===== src/rtl/alu_pkg.sv =====
// Shared types for the ALU: opcode enum, NZCV flag struct and
// shifter control used between the top and the barrel shifter.
package alu_pkg;

   localparam int XLEN = 32;
   localparam int SHW  = 5;

   typedef enum logic [3:0] {
      ALU_ADD = 4'd0,
      ALU_SUB = 4'd1,
      ALU_AND = 4'd2,
      ALU_ORR = 4'd3,
      ALU_EOR = 4'd4,
      ALU_LSL = 4'd5,
      ALU_LSR = 4'd6,
      ALU_ASR = 4'd7
   } alu_op_t;

   typedef struct packed {
      logic n;
      logic z;
      logic c;
      logic v;
   } alu_flags_t;

   typedef enum logic [1:0] {
      SH_LSL = 2'd0,
      SH_LSR = 2'd1,
      SH_ASR = 2'd2
   } sh_kind_t;

   function automatic logic [XLEN-1:0] bit_rev(input logic [XLEN-1:0] x);
      logic [XLEN-1:0] r;
      for (int i = 0; i < XLEN; i++) begin
         r[i] = x[XLEN-1-i];
      end
      return r;
   endfunction

endpackage


===== src/rtl/alu_shifter.sv =====
// Log-stage barrel shifter for LSL/LSR/ASR with carry out.
// Left shifts reuse the right-shift network on the bit-reversed operand.
module alu_shifter
   import alu_pkg::*;
(
   input  sh_kind_t          kind,
   input  logic [XLEN-1:0]   data_in,
   input  logic [SHW-1:0]    shamt,
   output logic [XLEN-1:0]   res,
   output logic              carry
);

   localparam logic [XLEN:0] ONES = '1;

   logic            fill;
   logic [XLEN-1:0] src;
   logic [XLEN:0]   w;

   // w carries one guard bit below the word; it ends up holding the last bit shifted out
   always_comb begin
      fill = (kind == SH_ASR) & data_in[XLEN-1];
      src  = (kind == SH_LSL) ? bit_rev(data_in) : data_in;
      w    = {src, 1'b0};
      for (int i = 0; i < SHW; i++) begin
         if (shamt[i]) begin
            w = (w >> (1 << i)) | (fill ? ~(ONES >> (1 << i)) : '0);
         end
      end
      res   = (kind == SH_LSL) ? bit_rev(w[XLEN:1]) : w[XLEN:1];
      carry = w[0];
   end

endmodule


===== src/rtl/alu.sv =====
// 32-bit ALU with combinational result/NZCV and a registered
// flag image loaded under flags_we.
module alu
   import alu_pkg::*;
(
   input  logic              clk,
   input  logic              rst_n,
   input  alu_op_t           alu_opcode,
   input  logic [XLEN-1:0]   data_in1,
   input  logic [XLEN-1:0]   data_in2,
   input  logic              flags_we,
   output logic [XLEN-1:0]   data_out,
   output alu_flags_t        flags_out,
   output alu_flags_t        flags_q
);

   sh_kind_t        sh_kind;
   logic [XLEN-1:0] sh_res;
   logic            sh_c;
   logic [XLEN-1:0] b_eff;
   logic [XLEN:0]   sum;
   alu_flags_t      flags_d;

   always_comb begin
      case (alu_opcode)
         ALU_LSL: sh_kind = SH_LSL;
         ALU_ASR: sh_kind = SH_ASR;
         default: sh_kind = SH_LSR;
      endcase
   end

   alu_shifter u_shifter (
      .kind    (sh_kind),
      .data_in (data_in1),
      .shamt   (data_in2[SHW-1:0]),
      .res     (sh_res),
      .carry   (sh_c)
   );

   // SUB is A + ~B + 1, so the adder carry is the ARM "no borrow" flag
   always_comb begin
      b_eff     = (alu_opcode == ALU_SUB) ? ~data_in2 : data_in2;
      sum       = {1'b0, data_in1} + {1'b0, b_eff}
                + {{XLEN{1'b0}}, alu_opcode == ALU_SUB};
      data_out  = '1;
      flags_out = '0;
      case (alu_opcode)
         ALU_ADD, ALU_SUB: begin
            data_out    = sum[XLEN-1:0];
            flags_out.c = sum[XLEN];
            flags_out.v = (data_in1[XLEN-1] == b_eff[XLEN-1])
                        & (sum[XLEN-1] != data_in1[XLEN-1]);
         end
         ALU_AND: data_out = data_in1 & data_in2;
         ALU_ORR: data_out = data_in1 | data_in2;
         ALU_EOR: data_out = data_in1 ^ data_in2;
         ALU_LSL, ALU_LSR, ALU_ASR: begin
            data_out    = sh_res;
            flags_out.c = sh_c;
         end
         default: data_out = '1;
      endcase
      flags_out.n = data_out[XLEN-1];
      flags_out.z = (data_out == '0);
   end

   always_comb begin
      flags_d = flags_we ? flags_out : flags_q;
   end

   always_ff @(posedge clk or negedge rst_n) begin
      if (!rst_n) begin
         flags_q <= '0;
      end else begin
         flags_q <= flags_d;
      end
   end

endmodule


===== config.mk =====
export PLATFORM = sky130hd
export DESIGN_NAME = alu
export DESIGN_NICKNAME = d
export VERILOG_FILES = /design/src/rtl/alu_pkg.sv /design/src/rtl/alu_shifter.sv /design/src/rtl/alu.sv
export SDC_FILE = /design/constraint.sdc
export NUM_CORES = 1
export LEC_CHECK = 0
export CAP_MARGIN = 10
export CELL_PAD_IN_SITES_DETAIL_PLACEMENT = 0
export CELL_PAD_IN_SITES_GLOBAL_PLACEMENT = 1
export CORE_ASPECT_RATIO = 0.7
export CORE_MARGIN = 5
export CORE_UTILIZATION = 35
export DETAILED_ROUTE_END_ITERATION = 8
export PLACE_DENSITY = 0.75
export SYNTH_ARGS = -nofsm -noshare
export SYNTH_HDL_FRONTEND = slang
export SYNTH_SLANG_ARGS = --single-unit

===== constraint.sdc =====
create_clock -name clk -period 13.5 [get_ports clk]
set_input_delay 1.35 -clock clk [delete_from_list [all_inputs] [get_ports clk]]
set_output_delay 1.35 -clock clk [all_outputs]
set_load 0.02 [all_outputs]

==> results of run 1 <==
[logic make-up after synthesis]
group / count (synthesis)
muxes: 79
buffers and inverters: 167
AOI/OAI and AO/OA: 440
adders and majority gates: 99
and+or+nand+nor: 375
xor gates and xnor gates: 59
DFF: 4
[path summary, 6_finish.rpt]
| kind | startpoint | endpoint | slack [ps] | depth (start not counted) |
|---|---|---|---|---|
| hold reg to reg | flags_q[0]$_DFFE_PN0P_ | flags_q[0]$_DFFE_PN0P_ | 500 | 1 |
| hold / removal | flags_q[0]$_DFFE_PN0P_ | flags_q[0]$_DFFE_PN0P_ | 500 | 1 |
| setup reg to reg | flags_q[1]$_DFFE_PN0P_ | flags_q[1]$_DFFE_PN0P_ | 12760 | 1 |
| max in group asynchronous | rst_n | flags_q[3]$_DFFE_PN0P_ | 12000 | 1 |
| min in group asynchronous | rst_n | flags_q[2]$_DFFE_PN0P_ | 1330 | 1 |
| setup / recovery | alu_opcode[2] | flags_out[2] | 4770 | 19 |
[metal layers]
metal / vias to the layer above / routed length (µm)
met5: - / 98
met2: 795 / 18100
met3: 106 / 6800
li1: 4722 / -
met4: 8 / 1270
met1: 5143 / 21800
[stage by stage]
stage | cells | instance area [µm²] | hold WS, ps | worst slack, ps | utilization (%)
6_report | 1596 | 9690 | 502 | 4770 | 41.3
5_1_grt | 1596 | 9690 | 527 | 4330 | 41.3
4_1_cts | 1596 | 9690 | 505 | 4840 | 41.3
3_5_place_dp | 1593 | 9610 | 498 | 4850 | 41.0
3_3_place_gp | 1593 | 9610 | 497 | 5050 | 41.0
2_1_floorplan | 1223 | 8270 | 617 | 5530 | -
[power groups by stage]
stage | clock network, µW | logic, µW | registers, µW
floorplan | 0 | 259 | 14.4
global placement | 0 | 442 | 13.4
detailed placement | 0 | 435 | 13.4
CTS | 48.0 | 437 | 13.3
global route | 48.8 | 478 | 13.3
finish | 47.0 | 457 | 13.2
[layout by cell type (no fill, tap or decap), types with 12 or more instances in the layout]
cell type	instances
nand3_1	24
o22ai_1	21
o32ai_1	15
o21ai_0	82
nand4_1	13
clkdlybuf4s50_1	107
a21o_1	17
mux4_2	12
mux2i_1	57
a211oi_1	19
nand2b_1	13
nand2_1	122
inv_1	75
nor3_1	44
a21oi_1	106
ha_1	98
xnor2_1	51
nor2_1	95
a31oi_1	19
buf_4	33
o211ai_1	31
[synthesized netlist by cell type (all sizes together) (24+ instances only)]
master	number	share of area [%]
inv	76	3.4
nor3	47	3.0
o211ai	31	2.8
nor2	98	4.5
ha	98	15
mux2i	60	7.5
o22ai	24	2.0
nand3	24	1.5
buf	38	2.6
xnor2	51	5.4
nand2	122	5.5
clkbuf	53	2.4
a21oi	106	6.4
o21ai	84	5.1
[area by class of cell]
type	instances	area share, %
clock buffer	3	0.775
inverter	76	2.94
multi-input combinational	1052	77.4
sequential	4	1.03
tap	318	4.11
timing repair buffer	143	13.8
==> out/results.txt, run 1 <==
TritonCTS Buffers = 3
Reg clk slew, reported paths = 30 ps
post-synthesis cell type count = 84
Sequential Area = 100 µm²
WP data required = 12150 ps
WP data arrival = 7380 ps
Final Max Tran Viols = 0
worst vdd ir = 0.0000956 V
Slew @ Worst Pin = 996 ps
multiplexer share of the synthesized area = 11.7%
vias per inst = 6.75
WS Path Type = in -> out
FILL cells = 2491
Core ar. = 23500 µm²
power share of the combinational group = 88.3%
Worst setup EP type = output pin
Compound-Gate Fraction of Synth Area = 35.6%
Sw Pwr = 307 µW
Initial Util = 35.3%
clock network power share = 9.1%
Detailed Routing Iterations Pass 1 = 6
register bit total from synthesis = 4
Clock Skews = 0 ps
PortBufs = 110
Top Usage Layer GRT = met1
post-synthesis adder-cell area fraction = 15.1%
ys async rst share = 100%
Top reg by flops = flags_q
Sw Share = 59.4%
Hold WC Path Type = reg -> reg
CTS tree = yes
post_cts resized = 0
layout cells sized above 1 = 6.57%
H-tree depth = 1
Syn Nets = 1393
total power = 517 µW
worst-path cell chain = clkdlybuf4s50_1 > buf_4 > nor3_2 > and2_2 > buf_4 > xnor2_1 > ha_1 > or3b_2 > o21a_1 > o211ai_1 > xnor2_1 > nor2_1 > a2111oi_0 > o311ai_0 > or4_1 > nor4_4 > nand3_1 > nor2_1 > clkdlybuf4s50_1
vias in the first global route = 9844
Tmin final = 8730 ps
PD cells = 53.4 nW/µm²
Flop pwr share = 2.6%
root buffer cell = clkbuf_16
fin crit share = 64.7%
Final Hold Vio Count = 0
largest registers = flags_q: 4 flops
synth-to-layout area growth = 17.1%
initial antenna violation count = 3
DR vias = 10800
Critical Path Source Type = primary input
Avg Inst Size Synth = 6.76 µm²
cell count after synthesis = 1223
M3 GR Usage = 11.8%
first-pass GRT wire length = 69000 µm
status = complete, no violations
Rows = 47
wirelength, routed = 48100 µm
Max Buffers Root-to-Sink = 2
max cap viols = 0
Chip Width = 194 µm
Crit Path Max Fanout = 32
number of synthesized flops with an enable pin = 0
critical path's largest stage delay = 650 ps
Int Pwr = 210 µW
Final Setup Violations = 0
Nets = 1450
grt total ovfl = 0
CTS Hold Bufs = 0
Die Span Y = 139 µm
wire length per cell = 30.1 µm
max reg flops = 4
register area share after synthesis = 1.21%
DRC viols = 0
top_reg_cell synth = dfrtp_1
largest family of logic cells by synthesized area = compound AO/OA/AOI/OAI gates
simple-gate share of the synthesized area = 21.7%
delay-heaviest family, CP = simple AND/OR/NAND/NOR gates
Starting DRT DRC Count = 1775
largest net degree at the start of global routing = 72
worst skew pair latency = 230 ps
Peak Freq = 0.115 GHz
Final GP Congestion = 1.06
RSZ-0062 raised after global routing = no
clk sink count = 4
GRT Resource Usage Total = 33.5%
GR Util met2 = 45.1%
Antenna diodes = 0
half-perimeter wire length after placement = 38000 µm
Multi-input gate area = 7490 µm²
Routed Antenna Nets = 0
relative slew slack = 33.2%
Leak = 0.00384 µW
Synth Warn # = 0
Crit-path slowest cell = clkdlybuf4s50_1
Synth Area in XOR/XNOR = 6.25%
I/O Pins = 111
crit path buf inv count = 4
# Post-CTS Setup Buffers = 0
met1 Use GR = 50.6%
die area = 26900 µm²
setup tns final = 0 ps
Synth Cell Area = 8270 µm²
Note: power is estimated with default switching activity, not from simulation.
==> run 2, diff against run 1 <==
Clock period 13.5 ns to 8.49 ns, I/O delays scaled along.
==> run 2 against run 1 <==
  * Utilization barely moved
  * Sequential share of layout area about the same
  * Worst setup slack worse by 4200 ps
  * Power grew 60%
  * Global-route usage up 0.75 points
  * First-iteration DRC count fell by 0.23%
  * Die area stayed put
  * Clock skew unchanged
  * Count of clock-buffer cells in the layout stayed put
  * Clock power is 56% higher
  * Register-to-register slack got worse by 5000 ps
  * Critical path type unchanged
  * Critical endpoint unchanged
  * Largest power group unchanged
==> out/results.txt, run 2 (synthesis results as in run 1) <==
Antenna diodes = 0 (unchanged)
most frequent cells in the layout = nand2_1 (122), clkdlybuf4s50_1 (107), a21oi_1 (106), ha_1 (98), nor2_1 (95)
Final GP Congestion = 1.02 (-4.3%)
layout cells sized above 1 = 6.57% (unchanged)
worst r2r src = flags_q[1]$_DFFE_PN0P_
Clock Skews = 0 ps (unchanged)
worst skew pair latency = 220 ps (about the same)
WP data required = 7640 ps (-4510 ps)
setup tns final = 0 ps (unchanged)
Nets = 1450 (unchanged)
largest net degree at the start of global routing = 71 (-1.4%)
H-tree depth = 1 (unchanged)
initial antenna violation count = 0 (-3)
Leak = 0.00384 µW (about the same)
DRC viols = 0 (unchanged)
PortBufs = 110 (unchanged)
Tmin final = 7890 ps
most common cell after layout, fill and taps aside = nand2_1
R2R setup slack = 7750 ps (-5010 ps)
GRT Resource Usage Total = 34.3% (+0.75 points)
PD cells = 85.5 nW/µm² (+60%)
max cap viols = 0 (unchanged)
TritonCTS Buffers = 3 (unchanged)
Peak Freq = 0.127 GHz
vias in the first global route = 10000 (+2.0%)
Slew @ Worst Pin = 1110 ps (+112 ps)
Core ar. = 23500 µm² (unchanged)
Max Buffers Root-to-Sink = 2 (unchanged)
fin crit share = 93.0%
wire length per cell = 30.8 µm (+2.4%)
Reg clk slew, reported paths = 30 ps (about the same)
RSZ-0062 raised after global routing = no
first-pass GRT wire length = 70600 µm (+2.3%)
Finished Layout Cells = 1596 (unchanged)
placed insts = 1593 (unchanged)
relative slew slack = 24.2% (-9.0 points)
half-perimeter wire length after placement = 39400 µm (+3.8%)
WP data arrival = 7040 ps (-340 ps)
synth-to-layout area growth = 17.1% (about the same)
CTS Hold Bufs = 0 (unchanged)
vias per inst = 6.85 (+1.5%)
Die Span Y = 139 µm (unchanged)
Detailed Routing Iterations Pass 1 = 6 (unchanged)
Worst setup EP type = output pin
start point of the critical path = alu_opcode[2]
die area = 26900 µm² (unchanged)
Starting DRT DRC Count = 1771 (-0.23%)
Critical Path Source Type = primary input
Hold WC Path Type = reg -> reg
Initial Util = 35.3% (unchanged)
Rows = 47 (unchanged)
max reg flops = 4 (unchanged)
Final Hold Vio Count = 0 (unchanged)
# Post-CTS Setup Buffers = 0 (unchanged)
I/O Pins = 111 (unchanged)
CTS tree = yes
Chip Width = 194 µm (unchanged)
Final Setup Violations = 0 (unchanged)
Worst R2R Path Depth = 1 (unchanged)
Routed Antenna Nets = 0 (unchanged)
clk sink count = 4 (unchanged)
WS Path Type = in -> out
Top reg by flops = flags_q
CP Capture Point = flags_out[2]
Crit Path Max Fanout = 18 (-44%)
worst r2r dst = flags_q[1]$_DFFE_PN0P_
post_cts resized = 0 (unchanged)
largest registers = flags_q: 4 flops
worst vdd ir = 0.0000819 V (-14%)
Final Max Tran Viols = 0 (unchanged)
DR vias = 10900 (+1.5%)
root buffer cell = clkbuf_16
wirelength, routed = 49200 µm (+2.4%)
grt total ovfl = 0 (unchanged)
status = complete, no violations
[run 2: cell count changes in the layout (fill, tap and decap cells not counted)]
| cell | delta |
|---|---|
| a2111oi_0 | +1 |
| a2111oi_1 | -1 |
[run 2: worst max-delay path, cell delays in order]
cell,delay [ps]
clkdlybuf4s50_1,430
nor3_2,180
buf_4,310
and2_2,410
xnor2_1,140
ha_1,310
or3b_2,460
o21a_1,210
o211ai_1,450
xnor2_1,180
nor2_1,60
a2111oi_0,930
buf_4,250
o311ai_0,150
or4_1,550
nor4_4,200
nand3_1,120
nor2_1,200
clkdlybuf4s50_1,650
[run 2: area by class of cell]
type,count,area (µm²)
clock buffer,3,75.1
inverter,76,285
sequential,4,100
fill,2521,13800
tap,318,398
timing repair buffer,143,1330
multi-input combinational,1052,7490
[run 2: worst min path at each step]
stage,slack [ps],end,depth (start not counted),startpoint
floorplan,550,flags_q[0]$_DFFE_PN0P_,0,rst_n
global placement,490,flags_q[1]$_DFFE_PN0P_,1,flags_q[1]$_DFFE_PN0P_
detailed placement,500,flags_q[1]$_DFFE_PN0P_,1,flags_q[1]$_DFFE_PN0P_
CTS,510,flags_q[1]$_DFFE_PN0P_,1,flags_q[1]$_DFFE_PN0P_
global route,530,flags_q[1]$_DFFE_PN0P_,1,flags_q[1]$_DFFE_PN0P_
finish,510,flags_q[0]$_DFFE_PN0P_,1,flags_q[0]$_DFFE_PN0P_
[run 2: where the power goes]
| group | leakage [µW] | switching [µW] | internal (µW) |
|---|---|---|---|
| Clock | 0.0000370 | 13.3 | 60.2 |
| Sequential | 0.0000517 | 0.578 | 20.5 |
| Combinational | 0.00375 | 479 | 255 |
[run 2: layer usage]
| metal | part of all wire [%] | GRT usage (%) | vias to the layer above |
|---|---|---|---|
| li1 | - | - | 4724 |
| met1 | 45 | 51.3 | 5240 |
| met2 | 38 | 45.8 | 867 |
| met3 | 15 | 13.4 | 109 |
| met4 | 2.9 | 7.19 | 0 |
| met5 | 0 | 0 | - |
[run 2: through the flow]
step                      hold slack (ps)  util, %  setup WS, ps  power [µW]  instance area (µm²)
after floorplan                       553        -          1520         434                 8270
after global placement                492     41.0           770         731                 9610
after detailed placement              504     41.0           737         719                 9610
after CTS                             511     41.3           734         797                 9690
after global routing                  528     41.3           348         862                 9690
final                                 510     41.3           597         828                 9690
==> run 3, diff against run 2 <==
Settings changed: PLACE_DENSITY 0.75 to 0.76.
Clock period 8.49 ns to 8 ns, I/O delays scaled along.
==> run 3 against run 2 <==
  * Critical path depth did not move
  * Sequential share of layout area about the same
  * Clock power increased by 6.4%
  * Register-to-register slack got worse by 490 ps
  * Cell count rose by 1.3%
  * First-iteration DRC count down 3.9%
==> out/results.txt, run 3 (synthesis results as in run 1) <==
Max Buffers Root-to-Sink = 2 (unchanged)
grt total ovfl = 0 (unchanged)
vias per inst = 6.89 (+0.50%)
Die Span Y = 139 µm (unchanged)
# Post-CTS Setup Buffers = 0 (unchanged)
clk sink count = 4 (unchanged)
CTS Hold Bufs = 0 (unchanged)
WP data arrival = 6390 ps (-650 ps)
Worst setup EP type = output pin
root buffer cell = clkbuf_16
DR vias = 11100 (+1.8%)
PD cells = 89.6 nW/µm² (+4.8%)
Top reg by flops = flags_q
vias in the first global route = 10100 (+1.1%)
relative slew slack = 27.8% (+3.6 points)
TritonCTS Buffers = 3 (unchanged)
synth-to-layout area growth = 18.8%
layout cells sized above 1 = 7.94% (+1.4 points)
worst vdd ir = 0.0000985 V (+20%)
Finished Layout Cells = 1616 (+1.3%)
clock network power share = 8.9% (about the same)
FILL cells = 2511 (-0.40%)
PortBufs = 110 (unchanged)
Peak Freq = 0.139 GHz
Detailed Routing Iterations Pass 1 = 6 (unchanged)
Final GP Congestion = 1.05 (+3.7%)
most common cell after layout, fill and taps aside = nand2_1
Final Max Tran Viols = 0 (unchanged)
Nets = 1469 (+1.3%)
power share of the combinational group = 88.6% (about the same)
max reg flops = 4 (unchanged)
Starting DRT DRC Count = 1702 (-3.9%)
Int Pwr = 362 µW (+8.0%)
half-perimeter wire length after placement = 39400 µm (-0.11%)
max cap viols = 0 (unchanged)
Sw Share = 58.9% (-0.62 points)
Hold WC Path Type = reg -> reg
WP data required = 7200 ps (-440 ps)
Sw Pwr = 519 µW (+5.3%)
hold depth = 1 (unchanged)
Reg clk slew, reported paths = 30 ps (about the same)
Worst R2R Path Depth = 1 (unchanged)
Tmin final = 7190 ps
Core ar. = 23500 µm² (unchanged)
I/O Pins = 111 (unchanged)
Final Setup Violations = 0 (unchanged)
Final Hold Vio Count = 0 (unchanged)
most frequent cells in the layout = nand2_1 (122), clkdlybuf4s50_1 (107), a21oi_1 (106), ha_1 (98), nor2_1 (95)
Rows = 47 (unchanged)
Initial Util = 35.3% (unchanged)
Crit Path Max Fanout = 25 (+7)
Leak = 0.00394 µW (+2.4%)
Flop pwr share = 2.5% (about the same)
wire length per cell = 30.4 µm (-1.4%)
status = complete, no violations
Clock Skews = 0 ps (unchanged)
Chip Width = 194 µm (unchanged)
largest registers = flags_q: 4 flops
fin crit share = 89.9%
post_cts resized = 0 (unchanged)
die area = 26900 µm² (unchanged)
wirelength, routed = 49100 µm (-0.16%)
Slew @ Worst Pin = 1050 ps (-55.1 ps)
largest net degree at the start of global routing = 71 (unchanged)
DRC viols = 0 (unchanged)
Routed Antenna Nets = 0 (unchanged)
initial antenna violation count = 3 (+3)
H-tree depth = 1 (unchanged)
WS Path Type = in -> out
RSZ-0062 raised after global routing = no
worst skew pair latency = 230 ps (about the same)
placed insts = 1612 (+1.2%)
first-pass GRT wire length = 70500 µm (-0.13%)
GRT Resource Usage Total = 34.2% (-0.070 points)
Critical Path Source Type = primary input
CTS tree = yes
setup tns final = 0 ps (unchanged)
## run 3: cell count changes in the layout (fill, tap and decap cells not counted)
cell / before / now
buf_4: 33 / 52
diode_2: 0 / 1
## run 3: routing by layer
layer / GRT usage, % / part of all wire, %
met1: 49.8 / 43
met2: 45.8 / 38
met3: 15.0 / 16
met4: 8.04 / 3.1
met5: 0 / 0.055
## run 3: cell type report
cell class                      instances  area (µm²)  area share, %
Sequential cell                         4         100           1.02
Inverter                               76         285           2.90
Antenna cell                            1        2.50         0.0255
Tap cell                              318         398           4.05
Timing Repair Buffer                  162        1480           15.0
Multi-Input combinational cell       1052        7490           76.2
Clock buffer                            3        75.1          0.764
## run 3: power groups by stage
stage	Sequential, µW	Clock (µW)	Combinational (µW)
floorplan	24.3	0	437
global placement	22.5	0	754
detailed placement	22.5	0	743
CTS	22.3	78.6	747
global route	22.5	79.4	815
finish	22.3	78.2	781
## run 3: worst paths after layout
check	to	start	slack [ps]
min in group asynchronous	flags_q[3]$_DFFE_PN0P_	rst_n	770
setup / recovery	flags_out[2]	alu_opcode[2]	810
hold / removal	flags_q[1]$_DFFE_PN0P_	flags_q[1]$_DFFE_PN0P_	500
hold reg to reg	flags_q[1]$_DFFE_PN0P_	flags_q[1]$_DFFE_PN0P_	500
max in group asynchronous	flags_q[2]$_DFFE_PN0P_	rst_n	7070
setup reg to reg	flags_q[0]$_DFFE_PN0P_	flags_q[0]$_DFFE_PN0P_	7260
## run 3: worst max-delay path: stages
cell and delay, ps:
clkdlybuf4s50_1 450, nor3_2 210, and2_2 310, buf_4 450, xnor2_1 160, ha_1 350
a21oi_1 270, o22a_1 200, o31ai_1 60, a211oi_1 740, a21oi_1 240, a31oi_1 250
xor2_1 190, o21ai_0 140, nor4b_1 470, buf_4 190, nand3_1 70, nor2_1 170
clkdlybuf4s50_1 650
## run 3: through the flow
step / total power [µW] / setup slack, ps / hold WS, ps / instance area [µm²] / utilization [%]
final: 881 / 807 / 499 / 9830 / 41.9
after global routing: 917 / 451 / 534 / 9830 / 41.9
after CTS: 848 / 970 / 503 / 9830 / 41.9
after detailed placement: 765 / 980 / 497 / 9750 / 41.6
after global placement: 777 / 1150 / 491 / 9750 / 41.6
after floorplan: 461 / 1130 / 504 / 8270 / -
